--- src/rtl/rf_iq_demod_pkg.sv ---
// Shared definitions for the RF I/Q demodulator.
//   out_state_e : output-register FSM states (EMPTY / FULL)
//   REF_POS/NEG : carrier reference levels that select +sample / -sample
//   acc_width() : accumulator/result width for a given sample width and window
package rf_iq_demod_pkg;

  typedef enum logic {
    ST_EMPTY = 1'b0,
    ST_FULL  = 1'b1
  } out_state_e;

  // Mixing sign convention: reference high passes the sample, low negates it.
  localparam logic REF_POS = 1'b1;
  localparam logic REF_NEG = 1'b0;

  // One guard bit on top of sample+window growth keeps -(-2^(SW-1)) * 2^WL exact.
  function automatic int unsigned acc_width(input int unsigned sample_w,
                                            input int unsigned win_log2);
    return sample_w + win_log2 + 1;
  endfunction

endpackage

--- src/rtl/rf_iq_demod_iq_mix_acc.sv ---
// Single-channel mixer and window accumulator.
//   clk, reset  : system clock, asynchronous active-high reset
//   sample_i    : stage-1 sample, already sign-extended by one bit
//   mix_ref_i   : carrier reference bit for this channel
//   vld_i       : stage-1 valid; accumulate on this cycle
//   last_i      : this valid sample closes the window
//   clr_i       : window restart, discards the partial sum
//   sum_o       : acc + current term (the window result when last_i is set)
module iq_mix_acc
  import rf_iq_demod_pkg::*;
#(
  parameter int unsigned SAMPLE_W = 8,
  parameter int unsigned ACC_W    = 17
) (
  input  logic                    clk,
  input  logic                    reset,
  input  logic signed [SAMPLE_W:0] sample_i,
  input  logic                    mix_ref_i,
  input  logic                    vld_i,
  input  logic                    last_i,
  input  logic                    clr_i,
  output logic signed [ACC_W-1:0] sum_o
);

  logic signed [SAMPLE_W:0]  term;
  logic signed [ACC_W-1:0]   term_ext;
  logic signed [ACC_W-1:0]   acc_q, acc_d;

  // Negation at SAMPLE_W+1 bits: the extra bit holds +2^(SAMPLE_W-1) exactly.
  always_comb begin
    term = (mix_ref_i == REF_POS) ? sample_i : -sample_i;
  end

  assign term_ext = {{(ACC_W-SAMPLE_W-1){term[SAMPLE_W]}}, term};
  assign sum_o    = acc_q + term_ext;

  // The closing sample is folded into sum_o and the accumulator restarts at 0
  // on the same edge, so the next window's first sample is never lost.
  always_comb begin
    acc_d = acc_q;
    if (clr_i) begin
      acc_d = '0;
    end else if (vld_i) begin
      acc_d = last_i ? '0 : sum_o;
    end
  end

  always_ff @(posedge clk or posedge reset) begin
    if (reset) begin
      acc_q <= '0;
    end else begin
      acc_q <= acc_d;
    end
  end

endmodule

--- src/rtl/rf_iq_demod.sv ---
// RF I/Q demodulator: mixes a signed RF sample stream with square-wave I and Q
// carrier references and integrates over windows of 2^WIN_LOG2 accepted samples.
//   clk, reset          : system clock, asynchronous active-high reset
//   rf_in, rf_i, rf_q   : RF sample and carrier references, taken when en=1
//   en                  : sample-accept enable
//   sync_clr            : window restart (output register and overrun untouched)
//   i_sum, q_sum        : held window result
//   out_valid/out_ready : result handshake
//   overrun/overrun_clr : sticky dropped-result flag and its clear
module rf_iq_demod
  import rf_iq_demod_pkg::*;
#(
  parameter  int unsigned SAMPLE_W = 8,
  parameter  int unsigned WIN_LOG2 = 8,
  localparam int unsigned ACC_W    = acc_width(SAMPLE_W, WIN_LOG2)
) (
  input  logic                       clk,
  input  logic                       reset,
  input  logic signed [SAMPLE_W-1:0] rf_in,
  input  logic                       rf_i,
  input  logic                       rf_q,
  input  logic                       en,
  input  logic                       sync_clr,
  output logic signed [ACC_W-1:0]    i_sum,
  output logic signed [ACC_W-1:0]    q_sum,
  output logic                       out_valid,
  input  logic                       out_ready,
  output logic                       overrun,
  input  logic                       overrun_clr
);

  logic signed [SAMPLE_W:0] s1_smp_q, s1_smp_d;
  logic                     s1_i_q, s1_i_d;
  logic                     s1_q_q, s1_q_d;
  logic                     s1_vld_q, s1_vld_d;
  logic [WIN_LOG2-1:0]      cnt_q, cnt_d;
  logic                     win_last;
  logic                     win_end;
  logic signed [ACC_W-1:0]  mix_i_sum, mix_q_sum;

  out_state_e               state_q, state_d;
  logic signed [ACC_W-1:0]  i_sum_q, i_sum_d;
  logic signed [ACC_W-1:0]  q_sum_q, q_sum_d;
  logic                     ovr_q, ovr_d;
  logic                     drop;

  // Stage 1: capture on en; a capture coinciding with sync_clr is discarded.
  always_comb begin
    s1_smp_d = s1_smp_q;
    s1_i_d   = s1_i_q;
    s1_q_d   = s1_q_q;
    s1_vld_d = en & ~sync_clr;
    if (en) begin
      s1_smp_d = {rf_in[SAMPLE_W-1], rf_in};
      s1_i_d   = rf_i;
      s1_q_d   = rf_q;
    end
  end

  // Window counter wraps naturally at 2^WIN_LOG2.
  always_comb begin
    cnt_d = cnt_q;
    if (sync_clr) begin
      cnt_d = '0;
    end else if (s1_vld_q) begin
      cnt_d = cnt_q + 1'b1;
    end
  end

  assign win_last = (cnt_q == '1);
  assign win_end  = s1_vld_q & win_last & ~sync_clr;

  iq_mix_acc #(.SAMPLE_W(SAMPLE_W), .ACC_W(ACC_W)) u_mix_i (
    .clk       (clk),
    .reset     (reset),
    .sample_i  (s1_smp_q),
    .mix_ref_i (s1_i_q),
    .vld_i     (s1_vld_q),
    .last_i    (win_last),
    .clr_i     (sync_clr),
    .sum_o     (mix_i_sum)
  );

  iq_mix_acc #(.SAMPLE_W(SAMPLE_W), .ACC_W(ACC_W)) u_mix_q (
    .clk       (clk),
    .reset     (reset),
    .sample_i  (s1_smp_q),
    .mix_ref_i (s1_q_q),
    .vld_i     (s1_vld_q),
    .last_i    (win_last),
    .clr_i     (sync_clr),
    .sum_o     (mix_q_sum)
  );

  // Output register FSM.
  always_comb begin
    state_d = state_q;
    i_sum_d = i_sum_q;
    q_sum_d = q_sum_q;
    drop    = 1'b0;
    unique case (state_q)
      ST_EMPTY: begin
        if (win_end) begin
          i_sum_d = mix_i_sum;
          q_sum_d = mix_q_sum;
          state_d = ST_FULL;
        end
      end
      ST_FULL: begin
        if (out_ready) begin
          if (win_end) begin
            i_sum_d = mix_i_sum;
            q_sum_d = mix_q_sum;
          end else begin
            state_d = ST_EMPTY;
          end
        end else if (win_end) begin
          drop = 1'b1;
        end
      end
      default: state_d = ST_EMPTY;
    endcase
  end

  // A drop in the same cycle as a clear wins: the flag stays set.
  always_comb begin
    ovr_d = ovr_q;
    if (overrun_clr) ovr_d = 1'b0;
    if (drop)        ovr_d = 1'b1;
  end

  always_ff @(posedge clk or posedge reset) begin
    if (reset) begin
      s1_smp_q <= '0;
      s1_i_q   <= 1'b0;
      s1_q_q   <= 1'b0;
      s1_vld_q <= 1'b0;
      cnt_q    <= '0;
      state_q  <= ST_EMPTY;
      i_sum_q  <= '0;
      q_sum_q  <= '0;
      ovr_q    <= 1'b0;
    end else begin
      s1_smp_q <= s1_smp_d;
      s1_i_q   <= s1_i_d;
      s1_q_q   <= s1_q_d;
      s1_vld_q <= s1_vld_d;
      cnt_q    <= cnt_d;
      state_q  <= state_d;
      i_sum_q  <= i_sum_d;
      q_sum_q  <= q_sum_d;
      ovr_q    <= ovr_d;
    end
  end

  assign i_sum     = i_sum_q;
  assign q_sum     = q_sum_q;
  assign out_valid = (state_q == ST_FULL);
  assign overrun   = ovr_q;

endmodule

--- config.mk ---
export PLATFORM = sky130hd
export DESIGN_NAME = rf_iq_demod
export DESIGN_NICKNAME = d
export VERILOG_FILES = /design/src/rtl/rf_iq_demod_pkg.sv /design/src/rtl/rf_iq_demod_iq_mix_acc.sv /design/src/rtl/rf_iq_demod.sv
export SDC_FILE = /design/constraint.sdc
export NUM_CORES = 1
export LEC_CHECK = 0
export BUFFER_PORTS_ARGS = -buffer_cell sky130_fd_sc_hd__buf_4
export CAP_MARGIN = 40
export CORE_MARGIN = 10
export CORE_UTILIZATION = 61
export CTS_BUF_LIST = sky130_fd_sc_hd__clkbuf_2 sky130_fd_sc_hd__clkbuf_4 sky130_fd_sc_hd__clkbuf_8
export CTS_CLUSTER_SIZE = 8
export DETAILED_ROUTE_END_ITERATION = 10
export PLACE_DENSITY_LB_ADDON = 0.25
export REMOVE_ABC_BUFFERS = 1
export SLEW_MARGIN = 20
export SYNTH_ARGS = -nofsm -noshare
export SYNTH_HDL_FRONTEND = slang
export SYNTH_SLANG_ARGS = --single-unit
--- constraint.sdc ---
create_clock -name clk -period 4.9 [get_ports clk]
set_input_delay 0.49 -clock clk [delete_from_list [all_inputs] [get_ports clk]]
set_output_delay 0.49 -clock clk [all_outputs]
set_load 0.05 [all_outputs]
After elaboration in Yosys (flattened, before gate mapping)
Cells that the tools add are included.
- register bits: 89
- output and inout bits: 36
- logic and storage cells: 47
- add/subtract/negate cells: 4
- eq/ne operators: 2
- muxes and demuxes: 23
- bitwise logic cells: 5
- reductions and logical operators: 2
- operator list (operator ; count):
    $mux 17 ; 10
    $pmux 17 s2 ; 2
    $add 17x9->17 ; 2
    $mux 9 ; 2
    $mux 8 ; 2
    $neg 8->9 ; 1
    $add 8x1->8 const B ; 1
    $eq 8x8->1 const B ; 1
    $mux 1 ; 6
    $reduce_bool 2->1 ; 2
    $and 1x1->1 ; 3
    $ne 2x2->1 const B ; 1
    $not 1->1 ; 2
    $pmux 1 s2 ; 1

Logic depth before layout (Yosys ltp)
- word-level depth: 7
- depth in mapped cells: 15
- gate-level depth less buffers: 15

By module
From an unflattened synthesis, not the netlist that was laid out.
- cells, all modules: 490
- area total of the unflattened synthesis: 5306.3 um^2
- modules (own cells, without submodules) (module ; times used ; cells an instance ; area an instance (um^2)):
    iq_mix_acc ; 2 ; 173 ; 1566.5
    rf_iq_demod ; 1 ; 144 ; 2173.3

Worst setup path after synthesis
No wires, ideal clock.
- kind: register -> register
- start point: register s1_smp_q[0]
- end point: register q_sum_q[16], in the netlist q_sum[16]
- arrival time: 3.425 ns
- data required time: 4.778 ns
- setup slack: 1.353 ns
- cell stages (with the launch flop): 15
- path buffers: 0
- clock period less this slack: 3.547 ns
- cell sequence: dfrtp_1 > inv_1 > ha_1 > or3b_1 > o41ai_2 > o21ai_0 > ha_1 > a21oi_1 > o21ai_1 > a211oi_1 > a31oi_1 > a311oi_2 > xor2_1 > xnor2_1 > o21ai_1
- longest elaborated chain between the ends: 6
- ends and longest elaborated chain (element ; line ; source):
    start: declaration ; rf_iq_demod.sv:32 ; logic signed [SAMPLE_W:0] s1_smp_q, s1_smp_d;
    start signal: assignment ; rf_iq_demod.sv:144 ; s1_smp_q <= s1_smp_d;
    $neg 8->9 ; rf_iq_demod_iq_mix_acc.sv:31 ; term = (mix_ref_i == REF_POS) ? sample_i : -sample_i;
    $mux 9 (*) ; rf_iq_demod_iq_mix_acc.sv:31 ;
    $add 17x9->17 (*) ; rf_iq_demod_iq_mix_acc.sv:35 ; assign sum_o = acc_q + term_ext;
    $mux 17 (*) ; rf_iq_demod.sv:103, rf_iq_demod.sv:111 ;
    $mux 17 ; rf_iq_demod.sv:110 ; if (out_ready) begin
    $pmux 17 s2 (*) ; rf_iq_demod.sv:101 ; unique case (state_q)
    end signal: assignment ; rf_iq_demod.sv:151 ; q_sum_q <= q_sum_d;
    end: declaration ; rf_iq_demod.sv:43 ; logic signed [ACC_W-1:0] q_sum_q, q_sum_d;
Every way passes the cells marked *; elsewhere a longest branch is shown, timed or not. The select of a mux whose other input is x is not followed.
A chain may end at the register's enable or synchronous reset.

Worst setup path in the final report
- start point: register s1_smp_q[0]
- end point: register u_mix_q.acc_q[16]
- longest elaborated chain between the ends: 6
- ends and longest elaborated chain (element ; line ; source):
    $neg 8->9 ; rf_iq_demod_iq_mix_acc.sv:31 ;
    $mux 9 (*) ; rf_iq_demod_iq_mix_acc.sv:31 ;
    $add 17x9->17 (*) ; rf_iq_demod_iq_mix_acc.sv:35 ;
    $mux 17 (*) ; rf_iq_demod_iq_mix_acc.sv:44 ; acc_d = last_i ? '0 : sum_o;
    $mux 17 (*) ; rf_iq_demod_iq_mix_acc.sv:43 ; end else if (vld_i) begin
    $mux 17 (*) ; rf_iq_demod_iq_mix_acc.sv:41 ; if (clr_i) begin
    end signal: assignment ; rf_iq_demod_iq_mix_acc.sv:50 ; acc_q <= '0;
    end signal: assignment ; rf_iq_demod_iq_mix_acc.sv:52 ; acc_q <= acc_d;
    end: declaration ; rf_iq_demod_iq_mix_acc.sv:27 ; logic signed [ACC_W-1:0] acc_q, acc_d;
Marked as above.

==> impl_metrics.tcl <==
set metrics [dict create \
    ir_worst_vdd_uv 217 \
    ys_ff_latch 89 \
    die_area_um2 12400 \
    placedCellCount 624 \
    io_pins 52 \
    worstMarginPinSlew_ns 0.835 \
    netlist_area_um2 5090 \
    die_w_um 111 \
    finalMaxSlewViolations 0 \
    wl_met3_um 451 \
    syn_to_final_growth_pct 14.0 \
    worstSetupPathType "flop to flop" \
    grt_pass1_wl_mm 18.3 \
    period_needed_ns 3.86 \
    maxCapViolations 0 \
    fin_skew_ns 0.0104 \
    root_buffer "clkbuf_8" \
    end_kind "flop" \
    clk_path_buf_depth 2 \
    drive_gt1_share_pct 23.2 \
    period_share_pct 78.8 \
    drtAntennaViolNets 0 \
    vias 3790 \
    h-tree-depth 3 \
    ys_types 53 \
    setup_viol 0 \
    grtUsageTotal_pct 17.1 \
    drc 0 \
    synthArstFlopShare_pct 100 \
    maxSlewHeadroom_pct 44.3 \
    cts.sinks 89 \
    clk_pin_slew_ns 0.09 \
    grt_overflow_total 0 \
    start_kind "flop" \
    post_drt_wl_per_cell_um 16.7 \
    start_util_pct 62.3 \
    cts.hold.buffers_added 0 \
    finalSetupTns_ns 0 \
    arrival_ns 4.13 \
    cts_buffers 9 \
    fin_nets 585 \
    cts_tree "done" \
    synth_cells 479 \
    hold_path.class "input pin to asynchronous set/reset pin" \
    max_freq_ghz 0.259 \
    synth.avg_cell_area_um2 10.6 \
    clock_latency_ns 0.35 \
    antenna_cells 0 \
    stdcell_count 640 \
    drt-initial-drc-count 196 \
    grt_pass1_vias 3856 \
    rsz0062_at_grt "false" \
    port_buffers 51 \
    totalWireLength_mm 10.7 \
    wl_met1_mm 4.91 \
    dr_wl_met2_mm 5.24 \
    worst-endpoint-required_ns 5.17 \
    gp_routability_congestion 0.899 \
    firstDrtPassIters 4 \
    final_core_util_pct 71.0 \
    top_layer "met4" \
    ys.flop_type "dfrtp_1" \
    avgViaCountPerCell 5.92 \
    p_per_area_nw_per_um2 329 \
    yosys_warnings 0 \
    post_cts_buffers 0 \
    coreArea_um2 8180 \
    ys_seq_area_share_pct 43.7 \
    crit_path_max_fanout 5 \
    synth-edff-count 0 \
    grt_max_degree 37 \
    status "finished, final reports clean" \
    die_h_um 111 \
    hold_viol 0 \
    fp-row-count 33 \
    dp_hpwl_mm 7.93 \
    antenna_found_initial 0 \
    cts_resized 0 \
    leakagePower_nw 2.88 \
]
[cells by family (layout without fill, tap and decap cells)]
| logic type | after synthesis | count (layout) | synth area share (%) |
|---|---|---|---|
| adders and majority gates | 38 | 38 | 9.63 |
| DFF | 89 | 89 | 43.7 |
| AOI/OAI and AO/OA | 134 | 134 | 18.6 |
| xor gates and xnor gates | 43 | 43 | 7.39 |
| buffers and inverters | 29 | 85 | 2.60 |
| and+or+nand+nor | 110 | 110 | 10.1 |
| muxes | 36 | 36 | 7.93 |
[critical path, stage by stage (launching register included)]
cell and delay, ns:
dfrtp_1 0.45, inv_1 0.10, ha_1 0.23, or3b_1 0.40
o41ai_2 0.26, o21ai_0 0.28, ha_1 0.47, nand2_1 0.12
nor3_1 0.22, nand3_1 0.12, a31oi_1 0.39, a311oi_2 0.18
xor2_1 0.28, a21oi_1 0.12, o22ai_1 0.16
[through the flow]
stage	cell area (µm²)	worst slack, ns	hold WS [ns]	total power, mW
after floorplan	5000	1.30	0.456	1.30
after global placement	5550	0.990	0.467	1.41
after detailed placement	5610	1.12	0.473	1.43
after CTS	5800	1.05	0.141	1.91
after global routing	5810	0.644	0.157	2.03
final	5810	1.04	0.128	1.91
[cells in the final DEF (no fill, tap or decap), types with 4 or more instances in the layout]
cell type	count
dfrtp_1	89
buf_4	55
ha_1	36
nand2_1	35
nor2_1	35
mux2_2	35
a21oi_1	29
a22o_1	27
o21ai_0	24
xnor2_1	23
xor2_1	20
clkbuf_8	12
a21o_1	11
inv_1	10
o21ai_1	7
nand3_1	7
nor2b_1	7
nor3_1	5
or3_1	4
o21a_1	4
[cells in the mapped netlist, types with 7 or more instances]
| cell | count | area (µm²) |
|---|---|---|
| mux2_2 | 35 | 394 |
| a22o_1 | 27 | 236 |
| o21ai_1 | 7 | 35.0 |
| a21o_1 | 11 | 82.6 |
| nand3_1 | 7 | 35.0 |
| dfrtp_1 | 89 | 2230 |
| o21ai_0 | 24 | 120 |
| nand2_1 | 35 | 131 |
| xnor2_1 | 23 | 201 |
| inv_1 | 11 | 41.3 |
| nor2_1 | 36 | 135 |
| a21oi_1 | 29 | 145 |
| ha_1 | 36 | 450 |
| nor2b_1 | 7 | 43.8 |
| clkbuf_1 | 14 | 52.6 |
| xor2_1 | 20 | 175 |
[layer usage]
layer	GRT usage [%]	vias to the layer above
li1	-	1838
met1	21.4	1877
met2	29.1	66
met3	3.92	9
met4	4.54	0
met5	0	-
[sequential cells by signal, indices dropped and copies added, names as in the netlist]
register	count
cnt_q	8
i_sum	17
out_valid	1
overrun	1
q_sum	17
s1_i_q	1
s1_q_q	1
s1_smp_q	8
s1_vld_q	1
u_mix_i.acc_q	17
u_mix_q.acc_q	17
[power by group]
part / internal, mW / total, mW / switching, mW
Sequential: 0.780 / 0.825 / 0.0451
Clock: 0.229 / 0.480 / 0.251
Combinational: 0.258 / 0.605 / 0.347
Total: 1.27 / 1.91 / 0.644
[cell type report]
| type | count | area (µm²) |
|---|---|---|
| clock buffer | 13 | 173 |
| multi-input combinational | 361 | 2740 |
| clock inverter | 2 | 12.5 |
| tap | 105 | 131 |
| sequential | 89 | 2230 |
| fill | 578 | 2370 |
| inverter | 11 | 42.5 |
| timing repair buffer | 59 | 477 |
[path summary, 6_finish.rpt]
check                            start                 to  slack [ns]  cells after the start
max reg2reg                s1_smp_q[0]  u_mix_q.acc_q[16]        1.04                     14
max                        s1_smp_q[0]  u_mix_q.acc_q[16]        1.04                     14
min reg2reg                  i_sum[11]          i_sum[11]        0.49                      2
min                              reset          i_sum[12]        0.13                      2
min in group clk           overrun_clr            overrun        0.34                      2
max in group asynchronous        reset           q_sum[2]        3.74                      4
(Power assumes the default switching activity.)
